## config.mk

```make
export PLATFORM = sky130hd
export DESIGN_NAME = racl_error_logger_flat
export DESIGN_NICKNAME = d
export VERILOG_FILES = /design/src/rtl/racl_error_logger_pkg.sv /design/src/rtl/racl_error_logger_if.sv /design/src/rtl/racl_error_logger_prio_popcnt.sv /design/src/rtl/racl_error_logger.sv /design/src/flat_wrapper.sv
export SDC_FILE = /design/constraint.sdc
export NUM_CORES = 1
export LEC_CHECK = 0
export CAP_MARGIN = 20
export CORE_MARGIN = 2
export CORE_UTILIZATION = 38
export CTS_BUF_LIST = sky130_fd_sc_hd__clkbuf_8
export CTS_CLUSTER_DIAMETER = 60
export CTS_CLUSTER_SIZE = 8
export DETAILED_ROUTE_END_ITERATION = 7
export PLACE_DENSITY = 0.92
export SLEW_MARGIN = 20
export SYNTH_ARGS = -nofsm -noshare
export SYNTH_HDL_FRONTEND = slang
export SYNTH_SLANG_ARGS = --single-unit
```

## constraint.sdc

```tcl
create_clock -name clk_i -period 3 [get_ports clk_i]
set_input_delay 0.3 -clock clk_i [delete_from_list [all_inputs] [get_ports clk_i]]
set_output_delay 0.3 -clock clk_i [all_outputs]
set_load 0.02 [all_outputs]
```

## src/rtl/racl_error_logger_pkg.sv

```systemverilog
// Shared RACL types: role vector, channel limits and the packed error-log record
// consumed by the safety/BIST status CSR block.
package racl_error_logger_pkg;

    localparam int RACL_ROLE_W     = 4;
    localparam int RACL_NUM_CH_MAX = 16;
    localparam int RACL_ADDR_W     = 32;

    typedef logic [RACL_ROLE_W-1:0] racl_role_t;

    typedef struct packed {
        logic                   valid;
        logic                   overflow;
        logic                   write;
        logic [3:0]             ch;
        racl_role_t             role;
        logic [RACL_ADDR_W-1:0] addr;
    } racl_error_log_t;

    // Channel-index width, never narrower than one bit.
    function automatic int racl_idx_w(input int num_ch);
        return (num_ch > 1) ? $clog2(num_ch) : 1;
    endfunction

endpackage

```

## src/rtl/racl_error_logger_if.sv

```systemverilog
// Bundle between the per-port RACL checkers / CSR clear and the error logger.
interface racl_error_logger_if
    import racl_error_logger_pkg::*;
#(
    parameter int NumCh = 4,
    parameter int AddrW = 32,
    parameter int RoleW = 4,
    parameter int CntW  = 8
);
    localparam int IdxW = racl_idx_w(NumCh);

    logic [NumCh-1:0]       err_valid_i;
    logic [NumCh*AddrW-1:0] err_addr_i;
    logic [NumCh-1:0]       err_write_i;
    logic [NumCh*RoleW-1:0] err_role_i;
    logic                   clr_i;

    logic                   log_valid_o;
    logic                   log_overflow_o;
    logic [AddrW-1:0]       log_addr_o;
    logic                   log_write_o;
    logic [RoleW-1:0]       log_role_o;
    logic [IdxW-1:0]        log_ch_o;
    logic [CntW-1:0]        err_cnt_o;
    logic                   irq_o;

    modport master (
        output err_valid_i, err_addr_i, err_write_i, err_role_i, clr_i,
        input  log_valid_o, log_overflow_o, log_addr_o, log_write_o,
               log_role_o, log_ch_o, err_cnt_o, irq_o
    );

    modport slave (
        input  err_valid_i, err_addr_i, err_write_i, err_role_i, clr_i,
        output log_valid_o, log_overflow_o, log_addr_o, log_write_o,
               log_role_o, log_ch_o, err_cnt_o, irq_o
    );

endinterface

```

## src/rtl/racl_error_logger_prio_popcnt.sv

```systemverilog
// Lowest-index priority encoder plus population count over the denial strobes.
module racl_prio_popcnt
    import racl_error_logger_pkg::*;
#(
    parameter  int NumCh = 4,
    localparam int IdxW  = racl_idx_w(NumCh),
    localparam int PcW   = $clog2(NumCh + 1)
) (
    input  logic [NumCh-1:0] vec,
    output logic [IdxW-1:0]  idx,
    output logic [PcW-1:0]   cnt,
    output logic             any,
    output logic             multi
);

    always_comb begin
        idx = '0;
        cnt = '0;
        // Walk downwards so the lowest set bit is the last one written.
        for (int k = NumCh - 1; k >= 0; k--) begin
            if (vec[k]) idx = IdxW'(k);
        end
        for (int k = 0; k < NumCh; k++) begin
            cnt = cnt + PcW'(vec[k]);
        end
        any   = |vec;
        multi = (cnt > PcW'(1));
    end

endmodule

```

## src/rtl/racl_error_logger.sv

```systemverilog
// RACL violation logger: holds the first denied access, flags later ones as
// overflow, counts all denials and raises a level irq until cleared.
module racl_error_logger
    import racl_error_logger_pkg::*;
#(
    parameter int NumCh = 4,
    parameter int AddrW = 32,
    parameter int RoleW = 4,
    parameter int CntW  = 8
) (
    input logic                 clk_i,
    input logic                 rst_ni,
    racl_error_logger_if.slave  bus
);

    localparam int IdxW = racl_idx_w(NumCh);
    localparam int PcW  = $clog2(NumCh + 1);

    localparam logic [0:0] EMPTY = 1'b0;
    localparam logic [0:0] HELD  = 1'b1;

    function automatic logic [CntW-1:0] sat_add(input logic [CntW-1:0] a,
                                                input logic [PcW-1:0]  b);
        logic [CntW+PcW-1:0] sum;
        sum = {{PcW{1'b0}}, a} + {{CntW{1'b0}}, b};
        if (|sum[CntW+PcW-1:CntW]) return '1;
        return sum[CntW-1:0];
    endfunction

    logic [IdxW-1:0] sel_idx;
    logic [PcW-1:0]  err_pc;
    logic            err_any;
    logic            err_multi;

    racl_prio_popcnt #(.NumCh(NumCh)) u_prio (
        .vec   (bus.err_valid_i),
        .idx   (sel_idx),
        .cnt   (err_pc),
        .any   (err_any),
        .multi (err_multi)
    );

    logic [AddrW-1:0] sel_addr;
    logic             sel_write;
    logic [RoleW-1:0] sel_role;

    always_comb begin
        sel_addr  = bus.err_addr_i[sel_idx*AddrW +: AddrW];
        sel_write = bus.err_write_i[sel_idx];
        sel_role  = bus.err_role_i[sel_idx*RoleW +: RoleW];
    end

    logic [0:0]       state_p1;
    logic             ovf_p1;
    logic [AddrW-1:0] addr_p1;
    logic             write_p1;
    logic [RoleW-1:0] role_p1;
    logic [IdxW-1:0]  ch_p1;
    logic [CntW-1:0]  cnt_p1;

    // Capture stage: a clear behaves like EMPTY for same-cycle denials.
    always_ff @(posedge clk_i) begin
        if (!rst_ni) begin
            state_p1 <= EMPTY;
            ovf_p1   <= 1'b0;
            addr_p1  <= '0;
            write_p1 <= 1'b0;
            role_p1  <= '0;
            ch_p1    <= '0;
            cnt_p1   <= '0;
        end else begin
            cnt_p1 <= sat_add(bus.clr_i ? '0 : cnt_p1, err_pc);
            if (bus.clr_i || state_p1 == EMPTY) begin
                state_p1 <= err_any ? HELD : EMPTY;
                ovf_p1   <= err_multi;
                addr_p1  <= err_any ? sel_addr  : '0;
                write_p1 <= err_any ? sel_write : 1'b0;
                role_p1  <= err_any ? sel_role  : '0;
                ch_p1    <= err_any ? sel_idx   : '0;
            end else if (err_any) begin
                ovf_p1 <= 1'b1;
            end
        end
    end

    generate
        if (AddrW == RACL_ADDR_W && RoleW == RACL_ROLE_W) begin : g_rec
            racl_error_log_t log_rec;

            always_comb begin
                log_rec          = '0;
                log_rec.valid    = (state_p1 == HELD);
                log_rec.overflow = ovf_p1;
                log_rec.write    = write_p1;
                log_rec.ch       = 4'(ch_p1);
                log_rec.role     = racl_role_t'(role_p1);
                log_rec.addr     = RACL_ADDR_W'(addr_p1);
            end

            assign bus.log_valid_o    = log_rec.valid;
            assign bus.log_overflow_o = log_rec.overflow;
            assign bus.log_write_o    = log_rec.write;
            assign bus.log_ch_o       = IdxW'(log_rec.ch);
            assign bus.log_role_o     = RoleW'(log_rec.role);
            assign bus.log_addr_o     = AddrW'(log_rec.addr);
            assign bus.irq_o          = log_rec.valid;
        end else begin : g_raw
            assign bus.log_valid_o    = (state_p1 == HELD);
            assign bus.log_overflow_o = ovf_p1;
            assign bus.log_write_o    = write_p1;
            assign bus.log_ch_o       = ch_p1;
            assign bus.log_role_o     = role_p1;
            assign bus.log_addr_o     = addr_p1;
            assign bus.irq_o          = (state_p1 == HELD);
        end
    endgenerate

    assign bus.err_cnt_o = cnt_p1;

endmodule

```

## src/flat_wrapper.sv

```systemverilog
// flat-port wrapper written by rule: the top's interface ports become plain ports
module racl_error_logger_flat import racl_error_logger_pkg::*;
#(
    parameter int NumCh = 4,
    parameter int AddrW = 32,
    parameter int RoleW = 4,
    parameter int CntW  = 8
)
  (clk_i, rst_ni, bus_err_valid_i, bus_err_addr_i, bus_err_write_i, bus_err_role_i, bus_clr_i, bus_log_valid_o, bus_log_overflow_o, bus_log_addr_o, bus_log_write_o, bus_log_role_o, bus_log_ch_o, bus_err_cnt_o, bus_irq_o);
  racl_error_logger_if #(.NumCh(NumCh), .AddrW(AddrW), .RoleW(RoleW), .CntW(CntW)) bus_i ();
  input logic clk_i;
  input logic rst_ni;
  input wire logic [$bits(bus_i.err_valid_i)-1:0] bus_err_valid_i;
  input wire logic [$bits(bus_i.err_addr_i)-1:0] bus_err_addr_i;
  input wire logic [$bits(bus_i.err_write_i)-1:0] bus_err_write_i;
  input wire logic [$bits(bus_i.err_role_i)-1:0] bus_err_role_i;
  input wire logic [$bits(bus_i.clr_i)-1:0] bus_clr_i;
  output wire logic [$bits(bus_i.log_valid_o)-1:0] bus_log_valid_o;
  output wire logic [$bits(bus_i.log_overflow_o)-1:0] bus_log_overflow_o;
  output wire logic [$bits(bus_i.log_addr_o)-1:0] bus_log_addr_o;
  output wire logic [$bits(bus_i.log_write_o)-1:0] bus_log_write_o;
  output wire logic [$bits(bus_i.log_role_o)-1:0] bus_log_role_o;
  output wire logic [$bits(bus_i.log_ch_o)-1:0] bus_log_ch_o;
  output wire logic [$bits(bus_i.err_cnt_o)-1:0] bus_err_cnt_o;
  output wire logic [$bits(bus_i.irq_o)-1:0] bus_irq_o;
  assign bus_i.err_valid_i = bus_err_valid_i;
  assign bus_i.err_addr_i = bus_err_addr_i;
  assign bus_i.err_write_i = bus_err_write_i;
  assign bus_i.err_role_i = bus_err_role_i;
  assign bus_i.clr_i = bus_clr_i;
  assign bus_log_valid_o = bus_i.log_valid_o;
  assign bus_log_overflow_o = bus_i.log_overflow_o;
  assign bus_log_addr_o = bus_i.log_addr_o;
  assign bus_log_write_o = bus_i.log_write_o;
  assign bus_log_role_o = bus_i.log_role_o;
  assign bus_log_ch_o = bus_i.log_ch_o;
  assign bus_err_cnt_o = bus_i.err_cnt_o;
  assign bus_irq_o = bus_i.irq_o;
  racl_error_logger #(.NumCh(NumCh), .AddrW(AddrW), .RoleW(RoleW), .CntW(CntW)) u_core (.clk_i(clk_i), .rst_ni(rst_ni), .bus(bus_i));
endmodule
```

* Word-level counts from Yosys, hierarchy flattened
Index checks and enable logic that the tools add are counted.
Cells by class: add/sub/neg operators 4, bitwise operators 1, shifts and indexed selects 2, reduce and logical (&&, ||, !) cells 4, magnitude comparators 2, multiplexer cells 18
Operators with widths (count):
- $shiftx 128x8->32 | 1
- $mux 32 | 1
- $mux 8 | 3
- $shiftx 16x5->4 | 1
- $mux 2 | 5
- $add 8x3->9 | 1
- $mux 1 | 7
- $mux 4 | 1
- $reduce_or 4->1 | 1
- $add 2x1->3 | 1
- $add 3x1->3 | 1
- $gt 3x1->1 const B | 1
- $lt 2x3->1 const B | 1
- $reduce_or 3->1 | 1
- $add 1x1->2 | 1
- $bmux 1 s2 | 1
- $reduce_bool 2->1 | 1
- $logic_or 1x1->1 | 1
- $not 1->1 | 1
Storage, ports and cells: register bits after elaboration 49, input port bits 155, word-level logic and storage cells 38

* Longest topological paths before layout
Gate-level depths: netlist (run 1).
word-level depth 8, mapped depth 12, depth with buffers taken out 11

* Cells and area by module
Synthesis (run 1) repeated with hierarchy kept, for this count alone.
Second synthesis, totals: cell total of the unflattened synthesis 211, area total of the unflattened synthesis 2798.9 um^2
By module, submodules not included:
- racl_error_logger | times used 1, area an instance 2665.1 um^2, cells each 193, seq. area each 980.9 um^2
- racl_prio_popcnt | times used 1, area an instance 133.9 um^2, cells each 18, seq. area each 0.0 um^2

* Worst setup path before layout (run 1)
No wires, ideal clock.
path type input-to-reg, start point in bus_err_valid_i[0], end point reg u_core.cnt_p1[2] (netlist: u_core.bus.err_cnt_o[2]), required time 2.885 ns, path slack 0.252 ns, data arrival time 2.634 ns, buffers on the path 1, stages on the path 11, cells stage by stage clkbuf_1 -> inv_1 -> fa_1 -> inv_1 -> ha_1 -> inv_1 -> ha_1 -> fa_1 -> a21oi_1 -> nor3_1 -> o21a_1
On the way: cells in the longest elaborated chain, start to end 8
Ends and longest elaborated chain:
- from (decl) | line flat_wrapper.sv:13 | input wire logic [$bits(bus_i.err_valid_i)-1:0] bus_err_valid_i;
- $add 1x1->2 (*) | line racl_error_logger_prio_popcnt.sv:24 | cnt = cnt + PcW'(vec[k]);
- $add 2x1->3 (*) | line racl_error_logger_prio_popcnt.sv:24
- $add 3x1->3 (*) | line racl_error_logger_prio_popcnt.sv:24
- $add 8x3->9 (*) | line racl_error_logger.sv:25 | sum = {{PcW{1'b0}}, a} + {{CntW{1'b0}}, b};
- $reduce_or 3->1 | line racl_error_logger.sv:26 | if (|sum[CntW+PcW-1:CntW]) return '1;
- $mux 1 | line racl_error_logger.sv:26
- $mux 1 | line racl_error_logger.sv:63 | if (!rst_ni) begin
- $mux 8 (*) | line racl_error_logger.sv:27 | return sum[CntW-1:0];
- to (signal assigned) | line racl_error_logger.sv:72 | cnt_p1 <= sat_add(bus.clr_i ? '0 : cnt_p1, err_pc);
- to (decl) | line racl_error_logger.sv:59 | logic [CntW-1:0] cnt_p1;
Mark *: on every way between the ends. The rest lies on a longest branch, timed or not. The select of a mux whose other input is x is not followed. A chain may end at the register's enable or synchronous reset.

* Worst setup path after layout (run 1)
start point in bus_err_valid_i[0], end point reg u_core.cnt_p1[6] (netlist: u_core.bus.err_cnt_o[6])
Same word-level chain as after synthesis.

==> results.json, run 1 <==
{
  "wire_per_inst_um": 17.8,
  "synth_cell_type_count": 36,
  "crit_arrival_ns": 3.03,
  "period_needed_ns": 2.84,
  "ant_nets": 0,
  "netSwitchingFraction_pct": 29.5,
  "setup_viol": 0,
  "clkSinkCount": 49,
  "clk_latency_ns": 0.29,
  "die_w_um": 95.3,
  "netlist_instances": 332,
  "cts.path.max_buffers": 2,
  "syn-num-nets": 496,
  "crit_path_start_kind": "input port",
  "min_path_type": "reg -> reg",
  "leakagePower_nw": 2.04,
  "fill_cells": 626,
  "async_flop_share_pct": 0,
  "viasPerCell": 5.31,
  "synth_ff_type": "dfxtp_1",
  "synth_edf_count": 0,
  "rows": 33,
  "overflow": 0,
  "hold_viol_final": 0,
  "place_inst": 628,
  "grt_pass1_wl_um": 16600,
  "num_antenna_cells": 0,
  "numCtsBuffers": 5,
  "peakVddDrop_mv": 0.197,
  "powerDensity_mw_per_mm2": 348,
  "drt_iter0_markers": 92,
  "track_usage_pct": 23.6,
  "gp_congestion": 0.797,
  "dr_total_vias": 3378,
  "drc": 0,
  "yosysWarnings": 0,
  "ctsHoldBuffers": 0,
  "cp.required_ns": 3.19,
  "syn_to_final_growth_pct": 71.6,
  "outcome": "finished clean",
  "finalCritPeriodShare_pct": 94.6,
  "post-dp-hpwl_um": 8740,
  "slew_violations": 0,
  "slew_headroom_pct": 40.7,
  "clockRootBuffer": "clkbuf_8",
  "multiInputGateArea_mm2": 0.00203,
  "drive_above_1_share_pct": 18.6,
  "clk_pin_slew_worst_paths_ns": 0.09,
  "clkPwrFrac_pct": 22.6,
  "core_area_mm2": 0.00813,
  "synth.yosys.seq_area_share_pct": 30.9,
  "syn_area_per_cell_um2": 9.55,
  "synth-seq-cells": 49,
  "intPower_mw": 1.34,
  "worst_clock_skew_ns": 0.00366,
  "p_comb_share_pct": 38.3,
  "crit_type": "in -> reg",
  "area.sequential_um2": 981,
  "htreeDepth": 2,
  "die_h_um": 95.3,
  "grt_max_degree": 43,
  "io_buffers": 204,
  "cts_tree": "built",
  "netlist_area_mm2": 0.00317,
  "maxCapViolations": 0,
  "tightest_slew_ns": 0.889,
  "end_kind": "flip-flop",
  "rsz0062_at_grt": "false",
  "nets": 694,
  "io_pins": 205,
  "dieArea_mm2": 0.00909,
  "whs_ns": 0.474,
  "setup_tns_ns": 0,
  "max_freq_ghz": 0.352,
  "grt_pass1_vias": 3353,
  "instances_no_fill": 636,
  "path_max_fanout": 3,
  "initial_core_util_pct": 39.0,
  "drt-pass1-iter-count": 4,
  "switching_power_mw": 0.558,
  "antenna_found_initial": 0,
  "wirelength_um": 11300,
  "pwr-share-seq_pct": 39.1
}
## placed cells by master, fill, tap and decap left out, types with 3 or more instances in the layout
cell / synthesis / routed
a21oi_1: 5 / 4
a22oi_1: 37 / 37
and2b_1: 3 / 3
buf_4: 4 / 15
clkbuf_8: 0 / 7
clkdlybuf4s50_1: 0 / 204
dfxtp_1: 49 / 49
ha_1: 7 / 7
inv_1: 6 / 6
mux2i_1: 38 / 38
nand2_1: 41 / 41
nand2b_1: 4 / 4
nor2_1: 4 / 3
nor2b_1: 4 / 4
o21a_1: 9 / 8
o221ai_1: 7 / 7
o221ai_2: 30 / 30
or2_2: 37 / 37
xnor2_1: 3 / 3
## through the flow
step,worst slack [ns],utilization (%),power (mW),instance area (um^2)
finish,0.162,66.9,1.89,5440
global route,0.0256,66.9,1.99,5440
global placement,-0.106,65.5,1.46,5330
detailed placement,-0.160,65.5,1.48,5330
CTS,0.153,66.8,1.91,5430
floorplan,0.252,-,1.08,3170
## logic make-up after synthesis
logic type / count (synthesis) / synth area share (%)
and+or+nand+nor: 104 / 17.2
muxes: 38 / 12.0
DFF: 49 / 30.9
adders and majority gates: 9 / 4.03
xor gates and xnor gates: 4 / 1.11
AOI/OAI and AO/OA: 93 / 29.2
buffers and inverters: 35 / 5.60
## critical path, cell delays in order
cell and delay, ns:
clkdlybuf4s50_1 0.48, inv_1 0.08, fa_1 0.54, inv_1 0.04
ha_1 0.19, inv_1 0.06, ha_1 0.25, fa_1 0.47
a21oi_2 0.22, nor2_1 0.09, a311oi_1 0.31
## cells in the mapped netlist, types with 2 or more instances
master	n	area, um^2
nor2_1	4	15.0
o221ai_1	7	61.3
xnor2_1	3	26.3
mux2i_1	38	380
a21oi_1	5	25.0
nor2b_1	4	25.0
ha_1	7	87.6
buf_2	7	35.0
clkbuf_1	15	56.3
o221ai_2	30	450
or2_2	37	231
dfxtp_1	49	981
buf_6	3	33.8
o21a_1	9	67.6
inv_1	6	22.5
fa_1	2	40.0
and2b_1	3	22.5
nand3_1	3	15.0
a22oi_1	37	278
buf_4	4	30.0
nand2_1	41	154
nand2b_1	4	25.0
## final timing paths
path,end,cells after the start,slack [ns],from
max reg2reg,u_core.bus.err_cnt_o[6],6,1.17,u_core.bus.err_cnt_o[0]
min,u_core.bus.log_addr_o[31],2,0.47,u_core.bus.log_addr_o[31]
min reg2reg,u_core.bus.log_addr_o[31],2,0.47,u_core.bus.log_addr_o[31]
max,u_core.bus.err_cnt_o[6],11,0.16,bus_err_valid_i[0]
## sequential cells by signal, summed over array words and instances (netlist names)
| name | cells |
|---|---|
| u_core.bus.log_addr_o | 32 |
| u_core.bus.err_cnt_o | 8 |
| u_core.bus.log_role_o | 4 |
| u_core.bus.log_ch_o | 2 |
| u_core.bus.irq_o | 1 |
| u_core.bus.log_overflow_o | 1 |
| u_core.bus.log_write_o | 1 |
## layout make-up
| cell class | instances | area share (%) |
|---|---|---|
| sequential | 49 | 18.0 |
| clock buffer | 7 | 1.77 |
| multi-input combinational | 248 | 37.3 |
| inverter | 6 | 0.414 |
| clock inverter | 1 | 0.0920 |
| timing repair buffer | 220 | 40.0 |
| tap | 105 | 2.41 |
## routing by layer
metal,GRT usage (%),wire length (um)
met1,25.8,4140
met2,46.1,6100
met3,5.53,1060
met4,3.99,37
met5,0,0
## repair_timing
item,in CTS,in global routing
hold endpoints to repair,0,0
endpoints found under the setup margin,0,7
buffers inserted,0,0
gates resized for setup,0,2
## power groups by stage
stage / Clock [mW] / Combinational [mW] / Sequential [mW]
after detailed placement: 0 / 0.728 / 0.756
after global placement: 0 / 0.709 / 0.753
after floorplan: 0 / 0.262 / 0.822
after global routing: 0.469 / 0.776 / 0.748
after CTS: 0.439 / 0.732 / 0.741
final: 0.428 / 0.725 / 0.741
Note: power is estimated with default switching activity, not from simulation.
==> inputs of run 2 (changes only) <==
--- a/config.mk
+++ b/config.mk
@@ -15,2 +15,3 @@
 export PLACE_DENSITY = 0.92
+export SETUP_SLACK_MARGIN = 0.2
 export SLEW_MARGIN = 20
==> constraint.sdc (replaced) <==
create_clock -name clk_i -period 3 [get_ports clk_i]
set_input_delay 0.75 -clock clk_i [delete_from_list [all_inputs] [get_ports clk_i]]
set_output_delay 0.75 -clock clk_i [all_outputs]
set_load 0.02 [all_outputs]
==> run 2 against run 1 <==
Against the previous run: clock skew is 0.0027 ns higher; die area unchanged; global-route usage up 1.1 points; register-to-register slack better by 0.10 ns; critical endpoint unchanged; largest power group is now combinational logic; highest routed layer unchanged.
==> results.json, run 2 (same netlist as run 1, synthesis figures left out) <==
{
  "wire_per_inst_um": 18.5,
  "period_needed_ns": 2.73,
  "r2r-end": "u_core.bus.err_cnt_o[6]",
  "total_power_mw": 1.91,
  "drive_above_1_share_pct": 22.0,
  "wl_met1_um": 4500,
  "cts.path.max_buffers": 2,
  "die_h_um": 95.3,
  "reg2reg_depth": 7,
  "hp-start": "u_core.bus.log_addr_o[4]",
  "place_inst": 629,
  "hold_depth": 2,
  "syn_to_final_growth_pct": 77.0,
  "gp_congestion": 0.848,
  "numCtsBuffers": 5,
  "core_area_mm2": 0.00813,
  "leakagePower_nw": 2.08,
  "r2r-start": "u_core.bus.err_cnt_o[0]",
  "htreeDepth": 2,
  "holdPathEnd": "u_core.bus.log_addr_o[4]",
  "post-place-ws_ns": -0.413,
  "end_kind": "flip-flop",
  "fill_cells": 618,
  "grt_pass1_wl_um": 17300,
  "drt-pass1-iter-count": 4,
  "peakVddDrop_mv": 0.187,
  "slew_violations": 0,
  "wirelength_um": 11800,
  "maxCapViolations": 0,
  "grt_max_degree": 43,
  "ctsHoldBuffers": 0,
  "outcome": "finished clean",
  "cp.required_ns": 3.17,
  "io_pins": 205,
  "track_usage_pct": 24.7,
  "initial_core_util_pct": 39.0,
  "min_path_type": "reg -> reg",
  "clkPwrFrac_pct": 21.0,
  "die_w_um": 95.3,
  "p_comb_share_pct": 40.4,
  "drt_iter0_markers": 112,
  "dr_total_vias": 3426,
  "clockRootBuffer": "clkbuf_8",
  "r2r_setup_slack_ns": 1.27,
  "clkSinkCount": 49,
  "crit_arrival_ns": 2.90,
  "tightest_slew_ns": 0.450,
  "worst_slack_ns": 0.265,
  "crit_type": "in -> reg",
  "grt_pass1_vias": 3433,
  "place_area_mm2": 0.00550,
  "critPathLaunch": "bus_err_valid_i[3]",
  "clk_latency_ns": 0.30,
  "slew_headroom_pct": 69.9,
  "max_freq_ghz": 0.366,
  "viasPerCell": 5.37,
  "rows": 33,
  "dieArea_mm2": 0.00909,
  "nets": 696,
  "most-common-layout-cells": "clkdlybuf4s50_1 (201), dfxtp_1 (49), nand2_1 (41), mux2i_1 (38)",
  "hold_viol_final": 0,
  "pwr-share-seq_pct": 38.7,
  "instances_no_fill": 638,
  "powerDensity_mw_per_mm2": 341,
  "final_core_util_pct": 69.0,
  "highest_layer": "met4",
  "setup_viol": 0,
  "crit_path_start_kind": "input port",
  "io_buffers": 204,
  "final_common_cell": "clkdlybuf4s50_1",
  "wl_met2_um": 6160,
  "finalCritPeriodShare_pct": 91.2,
  "stdcell_area_mm2": 0.00561,
  "worst_clock_skew_ns": 0.00639,
  "overflow": 0,
  "post-dp-hpwl_um": 9020,
  "intPower_mw": 1.34,
  "rsz0062_at_grt": "false",
  "drc": 0,
  "path_max_fanout": 3,
  "largest_reg_flops": 32,
  "clk_pin_slew_worst_paths_ns": 0.09,
  "antenna_found_initial": 1,
  "cts_tree": "built",
  "met3_length_um": 949,
  "switching_power_mw": 0.578,
  "ant_nets": 0,
  "netSwitchingFraction_pct": 30.2
}
## run 2: changes by cell type in the layout (fill, tap and decap cells not counted), moves of 2 or more
| cell | delta |
|---|---|
| buf_12 | +5 |
| ha_1 | -5 |
| ha_4 | +5 |
| inv_2 | +5 |
| inv_1 | -4 |
| buf_4 | -3 |
| clkdlybuf4s50_1 | -3 |
| a21oi_1 | -2 |
## run 2: routing by layer
| layer | vias to the layer above | track usage [%] |
|---|---|---|
| met5 | - | 0 |
| met4 | 0 | 5.19 |
| met3 | 12 | 5.38 |
| met2 | 147 | 46.9 |
| met1 | 1630 | 28.1 |
| li1 | 1637 | - |
## run 2: power groups by stage
stage | clock (mW) | combinational (mW) | sequential (mW)
final | 0.401 | 0.773 | 0.740
after global routing | 0.440 | 0.823 | 0.747
after CTS | 0.406 | 0.778 | 0.740
after detailed placement | 0 | 0.773 | 0.754
after global placement | 0 | 0.750 | 0.751
after floorplan | 0 | 0.291 | 0.822
## run 2: area by class of cell
cell class / count / area, um^2 / area share (%)
diodes: 1 / 2.50 / 0.0446
clock buffers: 6 / 82.6 / 1.47
clock inverters: 1 / 3.75 / 0.0669
inverters: 6 / 22.5 / 0.401
multi-input cells: 248 / 2140 / 38.1
flip-flops and latches: 49 / 981 / 17.5
well taps: 105 / 131 / 2.34
repair buffers: 222 / 2250 / 40.1
## run 2: what timing repair did
action | 4_1_cts | 5_1_grt
pin swaps | 3 | 4
setup buffers | 1 | 0
resized for setup | 9 | 2
setup endpoints to repair | 8 | 8
## run 2: metrics by stage
step	hold WS (ns)	setup TNS (ns)
floorplan	0.574	0
global placement	0.443	-2.30
detailed placement	0.450	-3.70
CTS	0.473	0
global route	0.492	0
finish	0.473	0
## run 2: how the worst max path moves through the flow
stage	to	slack, ns
final	u_core.bus.err_cnt_o[6]	0.27
after global routing	u_core.bus.err_cnt_o[6]	0.19
after CTS	u_core.bus.err_cnt_o[6]	0.20
after detailed placement	u_core.bus.err_cnt_o[6]	-0.41
after global placement	u_core.bus.err_cnt_o[6]	-0.29
after floorplan	u_core.bus.err_cnt_o[6]	0.23
## run 2: worst max-delay path, cell delays in order
cell	delay, ns
clkdlybuf4s15_2	0.20
inv_2	0.05
fa_1	0.55
inv_2	0.05
ha_4	0.22
ha_4	0.16
fa_2	0.41
a21oi_4	0.21
nor2_2	0.08
a21oi_2	0.16
a311oi_2	0.06
==> inputs of run 3 (changes only) <==
- CORE_UTILIZATION: 38 -> 36
- SYNTH_HIERARCHICAL: default -> 1
==> run 3 against run 2 <==
Against the previous run: critical path depth did not move; first-iteration DRC count fell by 29%; critical endpoint is now u_core/bus.err_cnt_o[4]; clock skew fell by 0.0016 ns; worst hold slack improved by 0.013 ns; non-clock buffer count rose by 1; combinational power fell by 6.2%; critical path type unchanged; flip-flop and latch count did not move; setup slack improved by 0.0037 ns; wire length fell by 13%; final cell count fell by 18%; synthesized cell count fell by 36%; sequential share of layout area rose by 1.6 points.
==> results.json, run 3 <==
{
  "hold_viol_final": 0,
  "leakagePower_nw": 1.94,
  "die_h_um": 92.2,
  "die_w_um": 92.2,
  "htreeDepth": 2,
  "syn_area_per_cell_um2": 13.3,
  "wire_per_inst_um": 19.5,
  "finalCritPeriodShare_pct": 91.0,
  "viasPerCell": 5.39,
  "powerDensity_mw_per_mm2": 372,
  "maxCapViolations": 0,
  "worst_clock_skew_ns": 0.00481,
  "drive_above_1_share_pct": 19.1,
  "synth_commonest_cells": "dfxtp_1 (49), a22o_1 (37), mux4_2 (36)",
  "drt_iter0_markers": 80,
  "grt_pass1_vias": 3068,
  "place_area_mm2": 0.00499,
  "fill_cells": 581,
  "most-common-layout-cells": "clkdlybuf4s50_1 (201), dfxtp_1 (49), a22o_1 (37), mux4_2 (36), buf_4 (17)",
  "wirelength_um": 10200,
  "core_area_mm2": 0.00765,
  "clockRootBuffer": "clkbuf_8",
  "outcome": "finished clean",
  "cts.path.max_buffers": 2,
  "io_buffers": 204,
  "tightest_slew_ns": 0.398,
  "r2r-end": "u_core/bus.err_cnt_o[4]",
  "io_pins": 205,
  "hold_depth": 1,
  "period_needed_ns": 2.73,
  "syn-num-nets": 375,
  "netlist_instances": 211,
  "track_usage_pct": 23.9,
  "numCtsBuffers": 5,
  "rsz0062_at_grt": "false",
  "yosysMostFrequentCell": "dfxtp_1",
  "peakVddDrop_mv": 0.201,
  "gp_congestion": 0.809,
  "final_common_cell": "clkdlybuf4s50_1",
  "r2r_setup_slack_ns": 1.20,
  "end_kind": "flip-flop",
  "largest_reg_flops": 32,
  "synth_edf_count": 0,
  "slowest_delay_ns": 0.55,
  "overflow": 0,
  "crit_type": "in -> reg",
  "synth_top_area_share_pct": 35.0,
  "clk_pin_slew_worst_paths_ns": 0.09,
  "cp_slowest_cell": "fa_1",
  "cp.required_ns": 3.16,
  "antenna_found_initial": 0,
  "synth_ff_type": "dfxtp_1",
  "synth_cell_type_count": 37,
  "r2r-start": "u_core/bus.err_cnt_o[0]",
  "synth-seq-cells": 49,
  "slew_headroom_pct": 73.4,
  "netlist_area_mm2": 0.00280,
  "clk_latency_ns": 0.29,
  "hp-start": "u_core/bus.log_addr_o[2]",
  "ant_nets": 0,
  "drt-pass1-iter-count": 4,
  "slew_violations": 0,
  "drc": 0,
  "holdPathEnd": "u_core/bus.log_addr_o[2]",
  "stdcell_area_mm2": 0.00513,
  "num_antenna_cells": 0,
  "async_flop_share_pct": 0,
  "total_power_mw": 1.91,
  "setup_viol": 0,
  "initial_core_util_pct": 36.6,
  "dr_total_vias": 2828,
  "path_cells": "buf_6 > inv_2 > fa_1 > inv_2 > ha_4 > ha_4 > fa_2 > a21o_1 > and2_4 > o21ai_1 > a31oi_1",
  "syn_to_final_growth_pct": 83.4,
  "post-dp-hpwl_um": 8150,
  "yosysTopAreaCell": "dfxtp_1",
  "reg2reg_depth": 7,
  "clkSinkCount": 49,
  "rows": 32,
  "nets": 587,
  "grt_pass1_wl_um": 15800,
  "grt_max_degree": 38,
  "dieArea_mm2": 0.00850,
  "crit_path_start_kind": "input port",
  "cts_tree": "built",
  "crit_arrival_ns": 2.89,
  "synthTopCellsByArea": "dfxtp_1 (35%), mux4_2 (29%), a22o_1 (12%)",
  "ctsHoldBuffers": 0,
  "path_max_fanout": 4,
  "min_path_type": "reg -> reg",
  "yosysWarnings": 6,
  "synth.yosys.seq_area_share_pct": 35.0,
  "max_freq_ghz": 0.366
}
run 3: final cells by class:
type	count	area [um^2]	share of cell area [%]
tap	102	128	2.49
timing repair buffer	223	2190	42.7
clock inverter	2	35.0	0.682
clock buffer	5	68.8	1.34
multi-input combinational	138	1710	33.2
sequential	49	981	19.1
inverter	6	22.5	0.439
run 3: cell families (layout without fill, tap and decap cells):
logic type	after synthesis	in the layout	synth area share [%]
buffers and inverters	24	236	6.44
XOR/XNOR	2	2	0.626
flip-flops	49	49	35.0
AO/OA/AOI/OAI	56	56	16.5
multiplexers	38	38	30.3
adder cells (fa/ha/maj)	9	9	4.56
AND/OR/NAND/NOR	33	33	6.62
run 3: worst max path at each step:
stage                        from                 endpoint  slack, ns  cells after the start
2_1_floorplan  bus_err_valid_i[0]  u_core/bus.err_cnt_o[4]       0.21                     10
3_3_place_gp   bus_err_valid_i[0]  u_core/bus.err_cnt_o[3]      -0.37                     12
3_5_place_dp   bus_err_valid_i[0]  u_core/bus.err_cnt_o[4]      -0.44                     11
4_1_cts        bus_err_valid_i[1]  u_core/bus.err_cnt_o[7]       0.21                     13
5_1_grt        bus_err_valid_i[3]  u_core/bus.err_cnt_o[7]       0.22                     12
6_report       bus_err_valid_i[3]  u_core/bus.err_cnt_o[4]       0.27                     11
run 3: timing repair:
action / CTS / global route
endpoints found under the hold margin: 0 / 0
cloned: 0 / 0
gates resized for setup: 17 / 5
pin swaps: 6 / 6
buffers inserted: 3 / 1
setup endpoints to repair: 8 / 8
run 3: stage by stage:
| step | setup WS, ns | std cells | TNS (ns) | hold slack (ns) | util, % |
|---|---|---|---|---|---|
| floorplan | 0.207 | 211 | 0 | 0.536 | - |
| global placement | -0.367 | 514 | -2.57 | 0.459 | 65.2 |
| detailed placement | -0.441 | 514 | -3.06 | 0.463 | 65.2 |
| CTS | 0.208 | 524 | 0 | 0.488 | 67.0 |
| global route | 0.221 | 525 | 0 | 0.503 | 67.1 |
| finish | 0.269 | 525 | 0 | 0.486 | 67.1 |
run 3: layer usage:
layer | vias up | global-route usage (%) | share of wire, %
met2 | 154 | 45.0 | 52
met3 | 29 | 5.34 | 7.7
met5 | - | 0 | 0
li1 | 1270 | - | -
met1 | 1375 | 25.7 | 36
met4 | 0 | 9.83 | 4.0
run 3: power by group:
part | total [mW] | leakage (nW) | internal, mW | switching, mW
clock | 0.447 | 0.0540 | 0.242 | 0.205
combinational | 0.725 | 1.48 | 0.455 | 0.269
sequential | 0.740 | 0.405 | 0.709 | 0.0311
total | 1.91 | 1.94 | 1.41 | 0.505
run 3: worst max-delay path, delay by kind of cell:
kind            cells  cell delay (ns)
fa+ha+maj           4             1.36
simple gates        1             0.17
compound gates      3             0.45
buf+inv             3             0.16
